<file path="config.mk">
export PLATFORM = sky130hd
export DESIGN_NAME = debounce_bank
export DESIGN_NICKNAME = d
export VERILOG_FILES = /design/src/rtl/debounce_pkg.sv /design/src/rtl/debounce_channel.sv /design/src/rtl/debounce_bank.sv
export SDC_FILE = /design/constraint.sdc
export NUM_CORES = 1
export LEC_CHECK = 0
export ABC_AREA = 1
export ABC_CLOCK_PERIOD_IN_PS = 3310
export CAP_MARGIN = 40
export CORE_ASPECT_RATIO = 1.75
export CORE_MARGIN = 2
export CORE_UTILIZATION = 55
export CTS_CLUSTER_SIZE = 20
export DETAILED_ROUTE_END_ITERATION = 8
export MAX_ROUTING_LAYER = met4
export PLACE_DENSITY = 0.74
export SYNTH_ARGS = -nofsm -noshare
export SYNTH_HDL_FRONTEND = slang
export SYNTH_SLANG_ARGS = --single-unit
export TNS_END_PERCENT = 5
</file>
<file path="constraint.sdc">
create_clock -name i_Clk -period 3.31 [get_ports i_Clk]
set_clock_uncertainty 0.1 [all_clocks]
set_input_delay 0.4965 -clock i_Clk [delete_from_list [all_inputs] [get_ports i_Clk]]
set_output_delay 0.4965 -clock i_Clk [all_outputs]
set_load 0.02 [all_outputs]
</file>
<file path="src/rtl/debounce_pkg.sv">
// Shared constants and helpers for the switch debouncer bank.
package debounce_pkg;

    localparam int DEBOUNCE_LIMIT_DEFAULT = 250000;
    localparam int SYNC_STAGES            = 2;

    // Counter must hold values up to limit-1; never narrower than one bit.
    function automatic int cnt_width(input int limit);
        int w;
        w = $clog2(limit + 1);
        return (w < 1) ? 1 : w;
    endfunction

endpackage

</file>
<file path="src/rtl/debounce_channel.sv">
// One debounced channel: synchroniser, stability counter, level register and
// optional registered edge pulses (built only with DEBOUNCE_EDGE_PULSE_EN).
module debounce_channel
    import debounce_pkg::*;
#(
    parameter int   DEBOUNCE_LIMIT = DEBOUNCE_LIMIT_DEFAULT,
    parameter logic RESET_STATE    = 1'b0
) (
    input  logic clk,
    input  logic rst,
    input  logic sw_raw,
    output logic sw_level,
`ifdef DEBOUNCE_EDGE_PULSE_EN
    output logic accept,
`endif
    output logic rise,
    output logic fall
);

    localparam int            CW   = cnt_width(DEBOUNCE_LIMIT);
    localparam logic [CW-1:0] LAST = CW'(DEBOUNCE_LIMIT - 1);

    logic [SYNC_STAGES-1:0] sync;
    logic [CW-1:0]          cnt;
    logic                   state;
    logic                   synced;

`ifndef DEBOUNCE_EDGE_PULSE_EN
    logic accept;
`endif

    assign synced   = sync[SYNC_STAGES-1];
    // The new level is taken on the cycle the counter would otherwise reach LIMIT.
    assign accept   = (synced != state) && (cnt == LAST);
    assign sw_level = state;

    always_ff @(posedge clk or posedge rst) begin
        if (rst) begin
            sync  <= {SYNC_STAGES{RESET_STATE}};
            cnt   <= '0;
            state <= RESET_STATE;
        end else begin
            sync <= {sync[SYNC_STAGES-2:0], sw_raw};
            if (synced == state) begin
                cnt <= '0;
            end else if (accept) begin
                state <= synced;
                cnt   <= '0;
            end else begin
                cnt <= cnt + 1'b1;
            end
        end
    end

`ifdef DEBOUNCE_EDGE_PULSE_EN
    always_ff @(posedge clk or posedge rst) begin
        if (rst) begin
            rise <= 1'b0;
            fall <= 1'b0;
        end else begin
            rise <= accept & synced;
            fall <= accept & ~synced;
        end
    end
`else
    assign rise = 1'b0;
    assign fall = 1'b0;
`endif

endmodule

</file>
<file path="src/rtl/debounce_bank.sv">
// NUM_CH independent switch debouncers with per-channel edge pulses and a
// combined change flag; edge logic exists only with DEBOUNCE_EDGE_PULSE_EN.
module debounce_bank
    import debounce_pkg::*;
#(
    parameter int   NUM_CH         = 4,
    parameter int   DEBOUNCE_LIMIT = DEBOUNCE_LIMIT_DEFAULT,
    parameter logic RESET_STATE    = 1'b0
) (
    input  logic              i_Clk,
    input  logic              i_Rst,
    input  logic [NUM_CH-1:0] i_Switch,
    output logic [NUM_CH-1:0] o_Switch,
    output logic [NUM_CH-1:0] o_Rise,
    output logic [NUM_CH-1:0] o_Fall,
    output logic              o_Changed
);

`ifdef DEBOUNCE_EDGE_PULSE_EN
    logic [NUM_CH-1:0] accept;
`endif

    for (genvar ch = 0; ch < NUM_CH; ch++) begin : g_ch
        debounce_channel #(
            .DEBOUNCE_LIMIT (DEBOUNCE_LIMIT),
            .RESET_STATE    (RESET_STATE)
        ) u_channel (
            .clk      (i_Clk),
            .rst      (i_Rst),
            .sw_raw   (i_Switch[ch]),
            .sw_level (o_Switch[ch]),
`ifdef DEBOUNCE_EDGE_PULSE_EN
            .accept   (accept[ch]),
`endif
            .rise     (o_Rise[ch]),
            .fall     (o_Fall[ch])
        );
    end

`ifdef DEBOUNCE_EDGE_PULSE_EN
    // Registered from the same accept terms as the edge pulses so it lines up with them.
    always_ff @(posedge i_Clk or posedge i_Rst) begin
        if (i_Rst) begin
            o_Changed <= 1'b0;
        end else begin
            o_Changed <= |accept;
        end
    end
`else
    assign o_Changed = 1'b0;
`endif

endmodule
</file>
* After elaboration in Yosys (flattened, before gate mapping)
Cells that the tools add are included.
** Operators by class
- Add/subtract/negate cells :: 4
- Eq/ne operators :: 12
- Multiplexer cells :: 8
- Bitwise gates (word level) :: 4
- Reductions and logical operators :: 8
** Operators by type and width (number)
- 2-to-1 mux 18 bit :: 8
- adder 18 x 1 -> 18 bit (second input constant) :: 4
- equality test 18 bit (second input constant) :: 4
- AND reduction 2 bit :: 4
- equality test 1 bit :: 4
- logical AND 1 bit :: 4
- inequality test 1 bit :: 4
- NOT 1 bit :: 4
** Word-level totals
- Flip-flop bits (word level) :: 84
- Bits of input ports :: 6
- Output and inout bits :: 13
- Logic and storage cells :: 48

* Longest topological paths before layout
- Depth after elaboration :: 4
- Mapped depth :: 9
- Depth with buffers taken out :: 9

* Cells and area by module
From an unflattened synthesis, not the netlist that was laid out.
** Second synthesis, totals
- Cell total of the unflattened synthesis :: 587
- Area total of the unflattened synthesis :: 4633.2 um2
** Modules (own cells, without submodules)
- debounce_channel (g_ch[0].u_channel ...) :: times used 3, cells each 146, area each 1161.1 um2, sequential area each 525.5 um2
- debounce_channel (g_ch[1].u_channel) :: times used 1, cells each 147, area each 1138.6 um2, sequential area each 525.5 um2
- debounce_bank :: times used 1, cells each 2, area each 11.3 um2, sequential area each 0.0 um2

* Worst setup path after synthesis
OpenSTA, ideal clock, no wires.
- Kind :: register to register
- Start point :: register g_ch[2].u_channel.cnt[0]
- End point :: register g_ch[2].u_channel.cnt[12]
- Setup time :: 0.119 ns
- Arrival time :: 1.191 ns
- Data required time :: 3.091 ns
- Path slack :: 1.900 ns
- Stages on the path, launching flop included :: 9
- Path buffers :: 0
- Clock period less this slack :: 1.410 ns
- Cell sequence :: dfrtp_1 > ha_1 > nand3_1 > inv_2 > nand2_2 > inv_2 > nand2_1 > xor2_1 > nor2_2
** Between the ends
- Longest elaborated chain between the ends :: 4
- Elaborated cells on any way between the ends :: 5
- Classes of those cells :: add/sub: 1; eq/ne: 1; mux: 2; reduce/logical: 1
** RTL lines
- start: declaration :: line debounce_channel.sv:24 : logic [CW-1:0] cnt;
- start signal: assignment :: line debounce_channel.sv:50 : cnt <= cnt + 1'b1;
- parallel branches: the longest is 2 deep, another holds adder 18 x 1 -> 18 bit
- 2-to-1 mux 18 bit (*) :: line debounce_channel.sv:46 : end else if (accept) begin
- 2-to-1 mux 18 bit (*) :: line debounce_channel.sv:44 : if (synced == state) begin
Every way passes the cells marked *.
A chain may end at the register's enable or synchronous reset.

* Worst setup path after layout
- Start point :: register g_ch[3].u_channel.state
- End point :: output port o_Switch[3]
** RTL lines
- start: declaration :: line debounce_channel.sv:25 : logic state;
- start signal: assignment :: line debounce_channel.sv:47 : state <= synced;
- end: declaration :: line debounce_bank.sv:13 : output logic [NUM_CH-1:0] o_Switch,
No word-level cell between the ends.

==> run_results.csv <==
group,metric,value,unit
outcome,status,"finished clean",
power_and_ir_drop,combPwrFrac,4.0,%
timing,slew_violations,0,
route,vias_per_cell,5.26,
synth,synth_top_area_share,46.7,%
timing,hold_viol_final,0,
worst_setup_path,critical_path_class,"flip-flop to output port",
worst_setup_path,worstPathArrival,1370,ps
floorplan,dieWidth,72.4,um
power_and_ir_drop,power_switching,0.465,mW
synth,synth_top_area_cell,"dfrtp_1",
timing,period_needed,1970,ps
worst_setup_path,cp_num_buf_inv,1,
synth,synth.avg_cell_area,8.04,sq um
synth,synth_xor_area_share,8.75,%
power_and_ir_drop,p_seq_share,49.7,%
worst_setup_path,crit_path_end_kind,"output port",
cts,cts-root-buf,"clkbuf_16",
floorplan,core,7960,sq um
power_and_ir_drop,vdd_ir_drop_max,0.000363,V
power_and_ir_drop,switching_share,21.8,%
grt,grt_use_total,23.0,%
cts,cts_hold_buf,0,
synth,ys_ff_latch,84,
synth,synth.mux.area_fraction,0,%
synth,seq_area_frac_synth,46.7,%
cts,numCtsBuffers,9,
finish,fin_util,62.2,%
synth,synth_area,4500,sq um
timing,setup_violations,0,
power_and_ir_drop,p_int,1.67,mW
worst_setup_path,path_delay_family,"buffers and inverters",
cts,cts.sinks,84,
route,route.detailed.drc,0,
grt,antenna_found_initial,0,
place,gp_congestion,0.895,
floorplan,dieArea,8960,sq um
power_and_ir_drop,pwr-share-clk,46.4,%
worst_setup_path,cp_slowest_cell,"clkdlybuf4s50_1",
place,port_buffers,9,
worst_setup_path,crit_fanout,4,
place,dp_hpwl,6460,um
finish,fin_nets,586,
cts,insertion_delay,340,ps
floorplan,ios,19,
synth,netlist_instances,560,
synth,synth_area_leaders,"dfrtp_1 47%, nor2_1 12%, nand2_1 7.9%",
finish,layout-drive-gt1-share,11.2,%
flow_run,maxCapViolations,0,
route,firstDrtPassIters,5,
finish,area_growth,9.97,%
cts,cts-resized-gates,0,
worst_setup_path,crit_path_max_incr_delay,630,ps
route,wl,8900,um
synth,synth_cell_types,26,
cts,postCtsSetupBuffers,0,
worst_setup_path,r2r_slack,1760,ps
synth,synth-simple-area-share,35.1,%
floorplan,die_h,124,um
grt,overflow,0,
synth,synth_adder_area_share,1.11,%
power_and_ir_drop,p_leak,2.03,nW
timing,tns,0,ps
worst_setup_path,path_cells,"clkdlybuf4s50_1",
synth,synth_top_family_by_area,"simple AND/OR/NAND/NOR gates",
grt,grt_pass1_vias,3650,
grt,grt_pass1_wl,15500,um
power_and_ir_drop,powerDensity,430,nW/um^2
floorplan,start_util,56.6,%
timing,rsz0062_at_grt,"no",
route,first_iter_violations,200,
cts,path_clk_slew,60,ps
timing,hold_slack,247,ps
worst_setup_path,crit_required,2710,ps
floorplan,rows,43,
timing,fmax,508,MHz
timing,period_share,59.4,%
worst_setup_path,start_kind,"flip-flop",
cts,clk_path_buf_depth,2,
cts,cts_tree,"built",
cts,htree_levels,3,
synth,yosysWarnings,0,
grt,grt_max_degree,85,
route,post_drt_wl_per_cell,13.3,um
route,vias,3527,
synth,synth_compound_area_share,2.25,%
finish,diodes,0,
route,ant_nets,0,
hold_path,hold_path.class,"flip-flop to flip-flop",
-- registers in the layout, summed over array words and instances (netlist names) --
name / cells
g_ch.u_channel.sync: 8
g_ch.u_channel.sw_level: 4
g_ch.u_channel.cnt: 72
-- layout by cell type, fill, tap and decap left out, types with 10 or more instances in the layout --
master / instances
nor2_1: 149
nand2_1: 95
dfrtp_1: 84
nand3_1: 41
inv_1: 40
xor2_1: 33
nand2_2: 18
xnor2_1: 12
nor2_2: 11
o21ai_1: 10
-- cells by family (layout without fill, tap and decap cells) --
family / after synthesis / count (layout)
adder cells (fa/ha/maj): 4 / 4
AO/OA/AOI/OAI: 19 / 19
buffers and inverters: 59 / 71
other: 1 / 9
XOR/XNOR: 45 / 45
flip-flops: 84 / 84
AND/OR/NAND/NOR: 348 / 348
-- synthesized netlist by cell type --
| master | number |
|---|---|
| a21oi_1 | 4 |
| and2_1 | 2 |
| buf_4 | 13 |
| conb_1 | 1 |
| dfrtp_1 | 84 |
| ha_1 | 4 |
| inv_1 | 41 |
| inv_2 | 5 |
| nand2_1 | 95 |
| nand2_2 | 18 |
| nand2_4 | 1 |
| nand3_1 | 41 |
| nand3_2 | 6 |
| nand3b_1 | 2 |
| nand4_1 | 6 |
| nor2_1 | 149 |
| nor2_2 | 11 |
| nor2_4 | 7 |
| nor3_1 | 4 |
| nor3b_1 | 5 |
| o21ai_0 | 4 |
| o21ai_1 | 10 |
| o21bai_2 | 1 |
| or2_0 | 1 |
| xnor2_1 | 12 |
| xor2_1 | 33 |
-- layer usage --
layer | up-vias | track usage, % | wire (um)
met5 | - | - | 0
met4 | 0 | 13.8 | 320
li1 | 1760 | - | -
met1 | 1663 | 24.8 | 3640
met3 | 27 | 5.74 | 253
met2 | 77 | 37.7 | 4690
-- path summary, 6_finish.rpt --
kind / startpoint / to / cells after the start
worst max-delay path: g_ch[3].u_channel.sw_level / o_Switch[3] / 1
min in group asynchronous: i_Rst / g_ch[3].u_channel.cnt[11] / 3
worst min register to register: g_ch[0].u_channel.sync[0] / g_ch[0].u_channel.sync[1] / 0
max in group asynchronous: i_Rst / g_ch[3].u_channel.cnt[0] / 3
worst min-delay path: g_ch[0].u_channel.sync[0] / g_ch[0].u_channel.sync[1] / 0
worst max register to register: g_ch[2].u_channel.cnt[0] / g_ch[2].u_channel.cnt[16] / 6
-- layout make-up --
type | count | area, sq um
Multi-Input combinational cell | 425 | 2160
Inverter | 46 | 174
Clock inverter | 4 | 50.0
Fill cell | 700 | 3010
Tap cell | 90 | 113
Sequential cell | 84 | 2100
Timing Repair Buffer | 10 | 110
Clock buffer | 11 | 243
-- per-stage QoR --
| step | instance area (sq um) | std cells | worst slack [ps] | total power, mW |
|---|---|---|---|---|
| floorplan | 4530 | 568 | 548 | 1.14 |
| global placement | 4660 | 655 | 1710 | 1.16 |
| detailed placement | 4660 | 655 | 1710 | 1.16 |
| CTS | 4950 | 670 | 1330 | 2.16 |
| global route | 4950 | 670 | 1310 | 2.21 |
| finish | 4950 | 670 | 1340 | 2.13 |
-- power groups by stage --
stage	combinational [mW]	clock, mW	sequential, mW
floorplan	0.0700	0	1.07
global placement	0.0848	0	1.08
detailed placement	0.0872	0	1.08
CTS	0.0873	1.02	1.06
global route	0.0988	1.05	1.06
finish	0.0847	0.988	1.06
Note: power is estimated with default switching activity, not from simulation.
